==> config.mk <==
export PLATFORM = sky130hd
export DESIGN_NAME = pipeline_ctrl
export DESIGN_NICKNAME = d
export VERILOG_FILES = /design/src/rtl/pipeline_ctrl_pkg.sv /design/src/rtl/pipeline_ctrl_mc_stall_timer.sv /design/src/rtl/pipeline_ctrl.sv
export SDC_FILE = /design/constraint.sdc
export NUM_CORES = 1
export LEC_CHECK = 0
export CORE_MARGIN = 2
export CORE_UTILIZATION = 26
export DETAILED_ROUTE_END_ITERATION = 10
export GPL_ROUTABILITY_DRIVEN = 0
export MAX_ROUTING_LAYER = met4
export PLACE_DENSITY = 0.79
export SETUP_SLACK_MARGIN = 0.5
export SLEW_MARGIN = 20
export SYNTH_ARGS = -nofsm -noshare
export SYNTH_HDL_FRONTEND = slang
export SYNTH_SLANG_ARGS = --single-unit
==> constraint.sdc <==
create_clock -name clk -period 2.6 [get_ports clk]
set_clock_uncertainty 0.05 [all_clocks]
set_input_delay 0.39 -clock clk [delete_from_list [all_inputs] [get_ports clk]]
set_output_delay 0.39 -clock clk [all_outputs]
set_load 0.005 [all_outputs]
==> src/rtl/pipeline_ctrl_pkg.sv <==
// Shared encodings for the pipeline stall/flush controller.
// Stall vectors, multi-cycle FSM states and legacy constants.
package pipeline_ctrl_pkg;

  localparam logic       RstEnable = 1'b1;
  localparam logic [31:0] ZeroWord = 32'h0000_0000;

  localparam logic [5:0] STALL_NONE = 6'b000000;
  localparam logic [5:0] STALL_ID   = 6'b000111;
  localparam logic [5:0] STALL_EX   = 6'b001111;

  typedef enum logic [1:0] {
    MC_IDLE = 2'd0,
    MC_BUSY = 2'd1,
    MC_DONE = 2'd2
  } mc_state_e;

endpackage

==> src/rtl/pipeline_ctrl_mc_stall_timer.sv <==
// Holds EX for the length of a multi-cycle op.
// Flags the result in the cycle after the last hold cycle.
module pipeline_ctrl_mc_stall_timer
  import pipeline_ctrl_pkg::*;
#(
  parameter int MC_CNT_W = 5
) (
  input  logic                clk,
  input  logic                rst,
  input  logic                start,
  input  logic [MC_CNT_W-1:0] len,
  input  logic                abort,
  output logic                mc_stall,
  output logic                ex_mc_done
);

  mc_state_e           state;
  mc_state_e           state_n;
  logic [MC_CNT_W-1:0] cnt;
  logic [MC_CNT_W-1:0] cnt_n;
  logic                go;

  assign go = start && !abort && (len != '0);

  // State and remaining-hold counter registers.
  always_ff @(posedge clk) begin
    if (rst == RstEnable) begin
      state <= MC_IDLE;
      cnt   <= '0;
    end else begin
      state <= state_n;
      cnt   <= cnt_n;
    end
  end

  // Next state, counter update and hold request.
  always_comb begin
    state_n  = state;
    cnt_n    = cnt;
    mc_stall = 1'b0;
    unique case (state)
      MC_IDLE, MC_DONE: begin
        state_n = MC_IDLE;
        if (go) begin
          mc_stall = 1'b1;
          if (len == MC_CNT_W'(1)) begin
            state_n = MC_DONE;
          end else begin
            state_n = MC_BUSY;
            cnt_n   = len - MC_CNT_W'(2);
          end
        end
      end
      MC_BUSY: begin
        mc_stall = 1'b1;
        if (cnt == '0) begin
          state_n = MC_DONE;
        end else begin
          cnt_n = cnt - MC_CNT_W'(1);
        end
      end
      default: begin
        state_n = MC_IDLE;
        cnt_n   = '0;
      end
    endcase
    if (abort) begin
      state_n = MC_IDLE;
      cnt_n   = '0;
    end
  end

  assign ex_mc_done = (state == MC_DONE);

endmodule

==> src/rtl/pipeline_ctrl.sv <==
// Central stall/flush controller for the 5-stage pipeline.
// Exception > multi-cycle hold > load-use > taken branch.
module pipeline_ctrl
  import pipeline_ctrl_pkg::*;
#(
  parameter int PC_W     = 32,
  parameter int MC_CNT_W = 5
) (
  input  logic                clk,
  input  logic                rst,
  input  logic                id_stallreq,
  input  logic                id_branch_taken,
  input  logic [PC_W-1:0]     id_branch_target,
  input  logic                ex_mc_start,
  input  logic [MC_CNT_W-1:0] ex_mc_len,
  input  logic                mem_excp,
  input  logic [PC_W-1:0]     mem_excp_vector,
  output logic [5:0]          stall,
  output logic                flush,
  output logic                flush_if_id,
  output logic                pc_redirect,
  output logic [PC_W-1:0]     redirect_pc,
  output logic                ex_mc_done
);

  logic mc_stall;
  logic mc_done;
  logic in_rst;

  assign in_rst = (rst == RstEnable);

  pipeline_ctrl_mc_stall_timer #(
    .MC_CNT_W(MC_CNT_W)
  ) u_mc_stall_timer (
    .clk       (clk),
    .rst       (rst),
    .start     (ex_mc_start),
    .len       (ex_mc_len),
    .abort     (mem_excp),
    .mc_stall  (mc_stall),
    .ex_mc_done(mc_done)
  );

  assign ex_mc_done = mc_done && !in_rst;

  // One event source drives the pipeline controls per cycle.
  always_comb begin
    stall       = STALL_NONE;
    flush       = 1'b0;
    flush_if_id = 1'b0;
    pc_redirect = 1'b0;
    redirect_pc = PC_W'(ZeroWord);
    priority case (1'b1)
      in_rst: begin
        stall = STALL_NONE;
      end
      mem_excp: begin
        flush       = 1'b1;
        flush_if_id = 1'b1;
        pc_redirect = 1'b1;
        redirect_pc = mem_excp_vector;
      end
      mc_stall: begin
        stall = STALL_EX;
      end
      id_stallreq: begin
        stall = STALL_ID;
      end
      id_branch_taken: begin
        flush_if_id = 1'b1;
        pc_redirect = 1'b1;
        redirect_pc = id_branch_target;
      end
      default: begin
        stall = STALL_NONE;
      end
    endcase
  end

endmodule

==> reports/metrics.cfg, run 1 <==
[yosys]
ys_ff_latch=7
yosysTopAreaCell=a22o_1
yosysMostFrequentCell=a22o_1
synth.area.top_cells=a22o_1 30%, dfxtp_1 15%, buf_8 4.8%, a21oi_1 4.3%, buf_4 4.0%
synth_cells=118
synth_seq_area_share=0.151
synth_top_area_frac=0.301
synth_flop_cell=dfxtp_1
synth_commonest_cells=32 x a22o_1, 8 x a21oi_1, 7 x dfxtp_1, 7 x inv_1, 6 x clkbuf_1
syn_area_per_cell_sq_um=7.88
ys_async_sr_fraction=0
synth.distinct_cells=34
syn_area_sq_um=930
yosysWarnings=0
synth_edf_count=0

[placement]
io_buffer_count=114
dp_hpwl_um=3430
dp_slack_ns=-0.626

[drt]
drc=0
finalWirelength_um=4880
ant_nets=0
wl_met1_um=1900
dr_wl_met3_um=452
wl_met2_um=2450
dr.pass1.iters=4
top_layer=met4
vias_per_cell=5.02
via_count=1505
wire_per_inst_um=16.3
dr.first_iter.drc_count=70

[sta]
final_hold_viol_count=0
whs_ns=0.457
setup_viol=0
layout_setup_ws_ns=0.0342
rsz0062_at_grt=yes
max_freq_mhz=390
fin_crit_ns=2.57
maxSlewViolCount=0
post-route-period-util=0.987

[cts]
cts_sinks=7
ctsHoldBuffers=0
cts_tree=built
numCtsBuffers=3
clock_latency_ns=0.26
htree_levels=1
cts_buffer_depth=2
clkTransAtPathRegs_ns=0.05
cts-root-buf=clkbuf_4

[setup_path]
cp-start-kind=primary input
critPathArrivalTime_ns=2.13
critical_path.most_common_cell=buf_12
end_kind=output port
cp_cell_sequence=buf_6 -> or4_4 -> o32ai_4 -> and4_4 -> buf_12 -> buf_8 -> buf_12 -> a22o_1 -> buf_2
cp_max_fo=5
crit_slowest_cell=or4_4
worstSetupPathType=primary input to output port
required_ns=2.16
critPathMaxStageDelay_ns=0.54

[final_layout]
fillerInstances=283
area_delta_synth_final_pct=148
nets=333
antenna_cells=0
drive_gt1_frac=0.350

[job]
drv_cap=0

[grt]
grt_pass1_vias=1448
antenna_found_initial=0
gr-total-overflow=0
grt_pass1_wl_um=7530
grt.total_usage=0.239
grt_max_degree=17

[power_and_ir_drop]
power_switching_uw=153
sw_frac_of_total=0.291
power.density_mw_per_mm2=228
p_int_uw=373
p_leak_nw=1.07
irDropWorstVdd_mv=0.252
power_frac_clock=0.203
seqPwrFrac=0.217
power_frac_comb=0.581

[floorplan]
design.die.area_sq_mm=0.00407
dieHeight_um=63.8
num_rows=21
core_sq_mm=0.00339
ios=117
start_util=0.274
die_w_um=63.8

[min_path]
hp-class=register to register

[run_status]
status=completed

repair_timing:
action | 4_1_cts | 5_1_grt
resized for setup | 168 | 28
gates cloned | 4 | 0
endpoints found under the setup margin | 43 | 38
pin swaps | 20 | 17
buffers inserted | 8 | 4
kinds of logic (layout without fill, tap and decap cells):
kind of cell,Yosys count,after routing,synth area share
AO/OA/AOI/OAI,56,56,0.475
AND/OR/NAND/NOR,27,27,0.162
buffers and inverters,23,158,0.159
flip-flops,7,7,0.151
adder cells (fa/ha/maj),3,3,0.0404
other,1,2,0.00403
XOR/XNOR,1,1,0.00942
worst max-delay path, delay by kind of cell:
kind | cells | cell delay, ns
buffers and inverters | 5 | 0.52
and+or+nand+nor | 2 | 0.82
AOI/OAI and AO/OA | 2 | 0.38
power groups by stage:
stage | clock (mW) | combinational (mW) | sequential, mW
after floorplan | 0 | 0.0950 | 0.115
after global placement | 0 | 0.291 | 0.116
after detailed placement | 0 | 0.292 | 0.116
after CTS | 0.105 | 0.292 | 0.114
after global routing | 0.115 | 0.328 | 0.114
final | 0.107 | 0.306 | 0.114
flip-flops by register name, indices dropped and copies added, names as in the netlist:
signal,count
u_mc_stall_timer.cnt,5
u_mc_stall_timer.state,2
area by class of cell:
cell class	instances	area, sq um	share of cell area
Clock buffer	4	26.3	0.0114
Inverter	7	26.3	0.0114
Multi-Input combinational cell	89	697	0.302
Sequential cell	7	141	0.0612
Tap cell	46	57.6	0.0249
Timing Repair Buffer	147	1360	0.589
metal layers:
metal / vias to the layer above / track usage
met1: 686 / 0.286
met4: 0 / 0.0679
met5: - / -
met3: 10 / 0.0493
met2: 82 / 0.404
li1: 727 / -
cells in the final DEF, fill, tap and decap left out, types with 4 or more instances in the layout:
cell type,synthesis,layout
a21oi_1,8,7
a22o_1,32,32
buf_2,1,36
buf_4,5,18
buf_6,1,10
clkdlybuf4s50_1,0,69
dfxtp_1,7,6
inv_1,7,7
nand3_1,5,5
nor2_1,5,4
o22ai_1,4,4
final timing paths:
kind	slack, ns	from	end	cells after the start
max reg2reg	1.06	u_mc_stall_timer.cnt[2]$_SDFFE_PP0P_	u_mc_stall_timer.cnt[1]$_SDFFE_PP0P_	4
min reg2reg	0.46	u_mc_stall_timer.cnt[4]$_SDFFE_PP0P_	u_mc_stall_timer.cnt[4]$_SDFFE_PP0P_	2
max	0.03	ex_mc_len[4]	redirect_pc[22]	9
min	0.46	u_mc_stall_timer.cnt[4]$_SDFFE_PP0P_	u_mc_stall_timer.cnt[4]$_SDFFE_PP0P_	2
per-stage QoR:
step / instances / setup TNS, ns / instance area (sq um) / util / power [mW]
after floorplan: 119 / 0 / 955 / - / 0.210
after global placement: 280 / -18.15 / 2170 / 0.640 / 0.407
after detailed placement: 280 / -19.47 / 2170 / 0.640 / 0.408
after CTS: 296 / -0.0788 / 2260 / 0.667 / 0.511
after global routing: 300 / -0.0670 / 2310 / 0.681 / 0.557
final: 300 / 0 / 2310 / 0.681 / 0.527
Power figures use the tool's default switching activity.
==> run 2, diff against run 1 <==
--- a/config.mk
+++ b/config.mk
@@ -11,7 +11,7 @@
 export GPL_ROUTABILITY_DRIVEN = 0
 export MAX_ROUTING_LAYER = met4
 export PLACE_DENSITY = 0.79
-export SETUP_SLACK_MARGIN = 0.5
+export SETUP_SLACK_MARGIN = 0.02
 export SLEW_MARGIN = 20
 export SYNTH_ARGS = -nofsm -noshare
 export SYNTH_HDL_FRONTEND = slang
==> reports/metrics.cfg, run 2 (synthesis gave the netlist of run 1 again) <==
[setup_path]
rr_endpoint=u_mc_stall_timer.cnt[0]$_SDFFE_PP0P_
reg2reg_slack_ns=0.99
critPathMaxStageDelay_ns=0.55
critPathArrivalTime_ns=2.08
cp_cell_sequence=buf_6 -> or4_4 -> o32ai_4 -> and4_4 -> buf_12 -> buf_16 -> a22o_1 -> buf_2
required_ns=2.16
path_delay_family=simple AND/OR/NAND/NOR gates
crit_slowest_cell=or4_4
cp_max_fo=8
worstSetupPathType=primary input to output port
r2r.worst_path.cells=5
cp-start-kind=primary input
rr_startpoint=u_mc_stall_timer.state[0]$_SDFFE_PP0P_
end_kind=output port
cp_num_buf_inv=4

[cts]
ctsHoldBuffers=0
cts-root-buf=clkbuf_4
clkTransAtPathRegs_ns=0.05
cts_sinks=7
cts_buffer_depth=2
numCtsBuffers=3
cts_tree=built
htree_levels=1
clock_latency_ns=0.24

[floorplan]
start_util=0.274
num_rows=21
die_w_um=63.8
core_sq_mm=0.00339
design.die.area_sq_mm=0.00407
dieHeight_um=63.8
ios=117

[final_layout]
largest-register=u_mc_stall_timer.cnt
layout_common_cells=71 x clkdlybuf4s50_1, 33 x buf_2, 32 x a22o_1, 15 x buf_4
antenna_cells=0
fillerInstances=289
finish.utilization=0.639
drive_gt1_frac=0.284
reg.largest.list=u_mc_stall_timer.cnt x5, u_mc_stall_timer.state x2
largest_reg_flops=5
area_delta_synth_final_pct=133
layout_commonest_cell=clkdlybuf4s50_1
nets=322

[power_and_ir_drop]
irDropWorstVdd_mv=0.332
power.density_mw_per_mm2=224
p_total_uw=486
p_leak_nw=1.00

[placement]
dp_hpwl_um=3210
io_buffer_count=114

[grt]
antenna_found_initial=0
grt_pass1_vias=1325
gr-total-overflow=0
grt_pass1_wl_um=6760
grt.total_usage=0.211
grt_max_degree=34

[drt]
wire_per_inst_um=15.0
via_count=1399
dr.pass1.iters=4
dr.first_iter.drc_count=72
finalWirelength_um=4330
vias_per_cell=4.84
drc=0
ant_nets=0

[sta]
fin_crit_ns=2.52
final_hold_viol_count=0
max_freq_mhz=397
setup_viol=0
tns_ns=0
maxSlewViolCount=0
rsz0062_at_grt=yes
post-route-period-util=0.968

[min_path]
hp-class=register to register
hold_start=u_mc_stall_timer.cnt[4]$_SDFFE_PP0P_
holdPathEnd=u_mc_stall_timer.cnt[4]$_SDFFE_PP0P_
hold_depth=2

[job]
drv_cap=0

[run_status]
status=completed

## run 2: layout make-up
cell class / instances / area (sq um) / area share
Clock buffer: 4 / 26.3 / 0.0121
Inverter: 7 / 26.3 / 0.0121
Multi-Input combinational cell: 89 / 681 / 0.314
Sequential cell: 7 / 141 / 0.0652
Tap cell: 46 / 57.6 / 0.0266
Timing Repair Buffer: 136 / 1230 / 0.570
## run 2: power breakdown
| part | leakage, nW | internal (mW) | switching, mW |
|---|---|---|---|
| clock network | 0.0150 | 0.0582 | 0.0344 |
| registers | 0.0573 | 0.111 | 0.00348 |
| logic | 0.929 | 0.186 | 0.0925 |
## run 2: how the worst max path moves through the flow
stage,start,to,slack (ns),depth (start not counted)
2_1_floorplan,ex_mc_len[2],redirect_pc[10],0.25,7
3_3_place_gp,ex_mc_len[2],redirect_pc[0],-0.68,7
3_5_place_dp,ex_mc_len[2],redirect_pc[22],-0.74,7
4_1_cts,ex_mc_len[3],redirect_pc[22],0.01,8
5_1_grt,ex_mc_len[4],redirect_pc[16],0.008,8
6_report,ex_mc_len[4],redirect_pc[16],0.08,8
## run 2: layer usage
| layer | track usage | wire length [um] | vias to the layer above |
|---|---|---|---|
| met2 | 0.350 | 2050 | 68 |
| met1 | 0.267 | 1900 | 614 |
| met4 | 0.0516 | 80 | 0 |
| met3 | 0.0335 | 295 | 8 |
| li1 | - | - | 709 |
| met5 | - | 0 | - |
## run 2: metrics by stage
step / setup WS [ns] / hold slack [ns] / area [sq um] / cells
after floorplan: 0.249 / 0.414 / 933 / 119
after global placement: -0.679 / 0.436 / 2140 / 277
after detailed placement: -0.736 / 0.439 / 2140 / 277
after CTS: 0.0118 / 0.446 / 2150 / 288
after global routing: 0.00827 / 0.486 / 2170 / 289
final: 0.0841 / 0.447 / 2170 / 289
## run 2: tightest hold or removal path, cell delays in order, from the launching register on
cell     delay, ns
dfxtp_1       0.30
o21ai_0       0.07
o22ai_1       0.07
## run 2: repair_timing
item	in CTS	in global routing
setup endpoints to repair	38	35
buffers inserted	4	1
pin swaps	21	6
resized for setup	154	6
gates cloned	3	0
==> run 3, diff against run 2 <==
--- a/config.mk
+++ b/config.mk
@@ -6,11 +6,11 @@
 export NUM_CORES = 1
 export LEC_CHECK = 0
 export CORE_MARGIN = 2
-export CORE_UTILIZATION = 26
+export CORE_UTILIZATION = 28
 export DETAILED_ROUTE_END_ITERATION = 10
 export GPL_ROUTABILITY_DRIVEN = 0
 export MAX_ROUTING_LAYER = met4
-export PLACE_DENSITY = 0.79
+export PLACE_DENSITY = 0.85
 export SETUP_SLACK_MARGIN = 0.02
 export SLEW_MARGIN = 20
 export SYNTH_ARGS = -nofsm -noshare
==> constraint.sdc (replaced) <==
create_clock -name clk -period 3.2 [get_ports clk]
set_clock_uncertainty 0.05 [all_clocks]
set_input_delay 0.48 -clock clk [delete_from_list [all_inputs] [get_ports clk]]
set_output_delay 0.48 -clock clk [all_outputs]
set_load 0.005 [all_outputs]
==> reports/metrics.cfg, run 3 (synthesis gave the netlist of run 1 again) <==
[floorplan]
ios=117
design.die.area_sq_mm=0.00380
num_rows=20
start_util=0.300
dieHeight_um=61.6
core_sq_mm=0.00310
die_w_um=61.6

[setup_path]
end_kind=output port
cp-start-kind=primary input
required_ns=2.67
cp_max_fo=8
r2r.worst_path.cells=4
worstSetupPathType=primary input to output port
critPathArrivalTime_ns=2.51

[sta]
post-route-period-util=0.951
fin_crit_ns=3.04
max_freq_mhz=328
setup_viol=0
tns_ns=0
rsz0062_at_grt=no
final_hold_viol_count=0
whs_ns=0.455
maxSlewViolCount=0

[grt]
grt.total_usage=0.225
gr-total-overflow=0
antenna_found_initial=0
grt_pass1_wl_um=6280
grt_pass1_vias=1352
grt_max_degree=34

[power_and_ir_drop]
irDropWorstVdd_mv=0.288
power.density_mw_per_mm2=179
p_leak_nw=0.987
p_total_uw=393

[placement]
dpl-instance-area_sq_mm=0.00211
dp_hpwl_um=3570
io_buffer_count=114

[drt]
dr.first_iter.drc_count=90
vias_per_cell=4.97
dr.pass1.iters=4
via_count=1401
wire_per_inst_um=16.2
drc=0
ant_nets=0
finalWirelength_um=4560

[min_path]
hold_depth=2
hp-class=register to register

[final_layout]
drive_gt1_frac=0.172
postLayoutCellArea_sq_mm=0.00220
area_delta_synth_final_pct=136
largest_reg_flops=5
reg.largest.list=u_mc_stall_timer.cnt x5, u_mc_stall_timer.state x2
antenna_cells=0
layout_common_cells=78 x clkdlybuf4s50_1, 32 x a22o_1, 18 x dlygate4sd2_1, 13 x clkbuf_2, 11 x buf_4
nets=317
largest-register=u_mc_stall_timer.cnt
layout_commonest_cell=clkdlybuf4s50_1

[cts]
cts_buffer_depth=2
cts_sinks=7
cts-root-buf=clkbuf_4
clock_latency_ns=0.24
cts_tree=built
numCtsBuffers=3
clkTransAtPathRegs_ns=0.05
htree_levels=1

[run_status]
status=completed

[job]
drv_cap=0

[run 3: cell count changes in the layout (fill, tap and decap cells not counted), sizes merged]
| cell | delta |
|---|---|
| clkbuf | +12 |
| clkdlybuf4s15 | +1 |
| bufbuf | +1 |
| dlygate4sd2 | +13 |
| dlymetal6s2s | +1 |
| clkdlybuf4s50 | +7 |
| buf | -40 |
[run 3: routing by layer]
layer	GRT usage	share of wire	vias to the layer above
li1	-	-	695
met1	0.292	0.39	625
met2	0.374	0.50	77
met3	0.0336	0.10	4
met4	0.0395	0.0057	0
met5	-	0	-
[run 3: final cells by class]
cell class | instances | area (sq um)
Timing Repair Buffer | 131 | 1280
Multi-Input combinational cell | 89 | 671
Fill cell | 274 | 907
Inverter | 7 | 26.3
Clock buffer | 4 | 26.3
Tap cell | 44 | 55.1
Sequential cell | 7 | 140
[run 3: worst paths after layout]
| path | start | endpoint | slack [ns] |
|---|---|---|---|
| hold reg to reg | u_mc_stall_timer.cnt[4]$_SDFFE_PP0P_ | u_mc_stall_timer.cnt[4]$_SDFFE_PP0P_ | 0.45 |
| hold / removal | u_mc_stall_timer.cnt[4]$_SDFFE_PP0P_ | u_mc_stall_timer.cnt[4]$_SDFFE_PP0P_ | 0.45 |
| setup reg to reg | u_mc_stall_timer.state[0]$_SDFFE_PP0P_ | u_mc_stall_timer.cnt[0]$_SDFFE_PP0P_ | 1.66 |
| setup / recovery | ex_mc_len[1] | redirect_pc[15] | 0.16 |
[run 3: stage by stage]
| stage | utilization | setup slack (ns) | cells |
|---|---|---|---|
| after detailed placement | 0.680 | -0.219 | 271 |
| after global placement | 0.680 | -0.176 | 271 |
| after floorplan | - | 0.669 | 119 |
| after CTS | 0.723 | 0.0203 | 282 |
| final | 0.708 | 0.156 | 282 |
| after global routing | 0.708 | 0.0742 | 282 |
[run 3: timing repair]
action,in CTS,in global routing
cloned,2,0
setup endpoints to repair,32,23
endpoints found under the hold margin,0,0
setup buffers,5,0
resized for setup,52,22
pin swaps,3,3
hold buffers,0,0
[run 3: critical path, cell delays in order]
cell	delay, ns
dlygate4sd2_1	0.24
or4_4	0.53
o32ai_4	0.29
and4_4	0.28
buf_12	0.11
bufbuf_16	0.25
a22o_1	0.13
clkdlybuf4s15_2	0.20
[run 3: power by group]
part / internal, mW / switching (mW) / total, mW / leakage (nW)
Combinational: 0.152 / 0.0762 / 0.228 / 0.915
Sequential: 0.0903 / 0.00184 / 0.0921 / 0.0568
Clock: 0.0471 / 0.0256 / 0.0728 / 0.0150
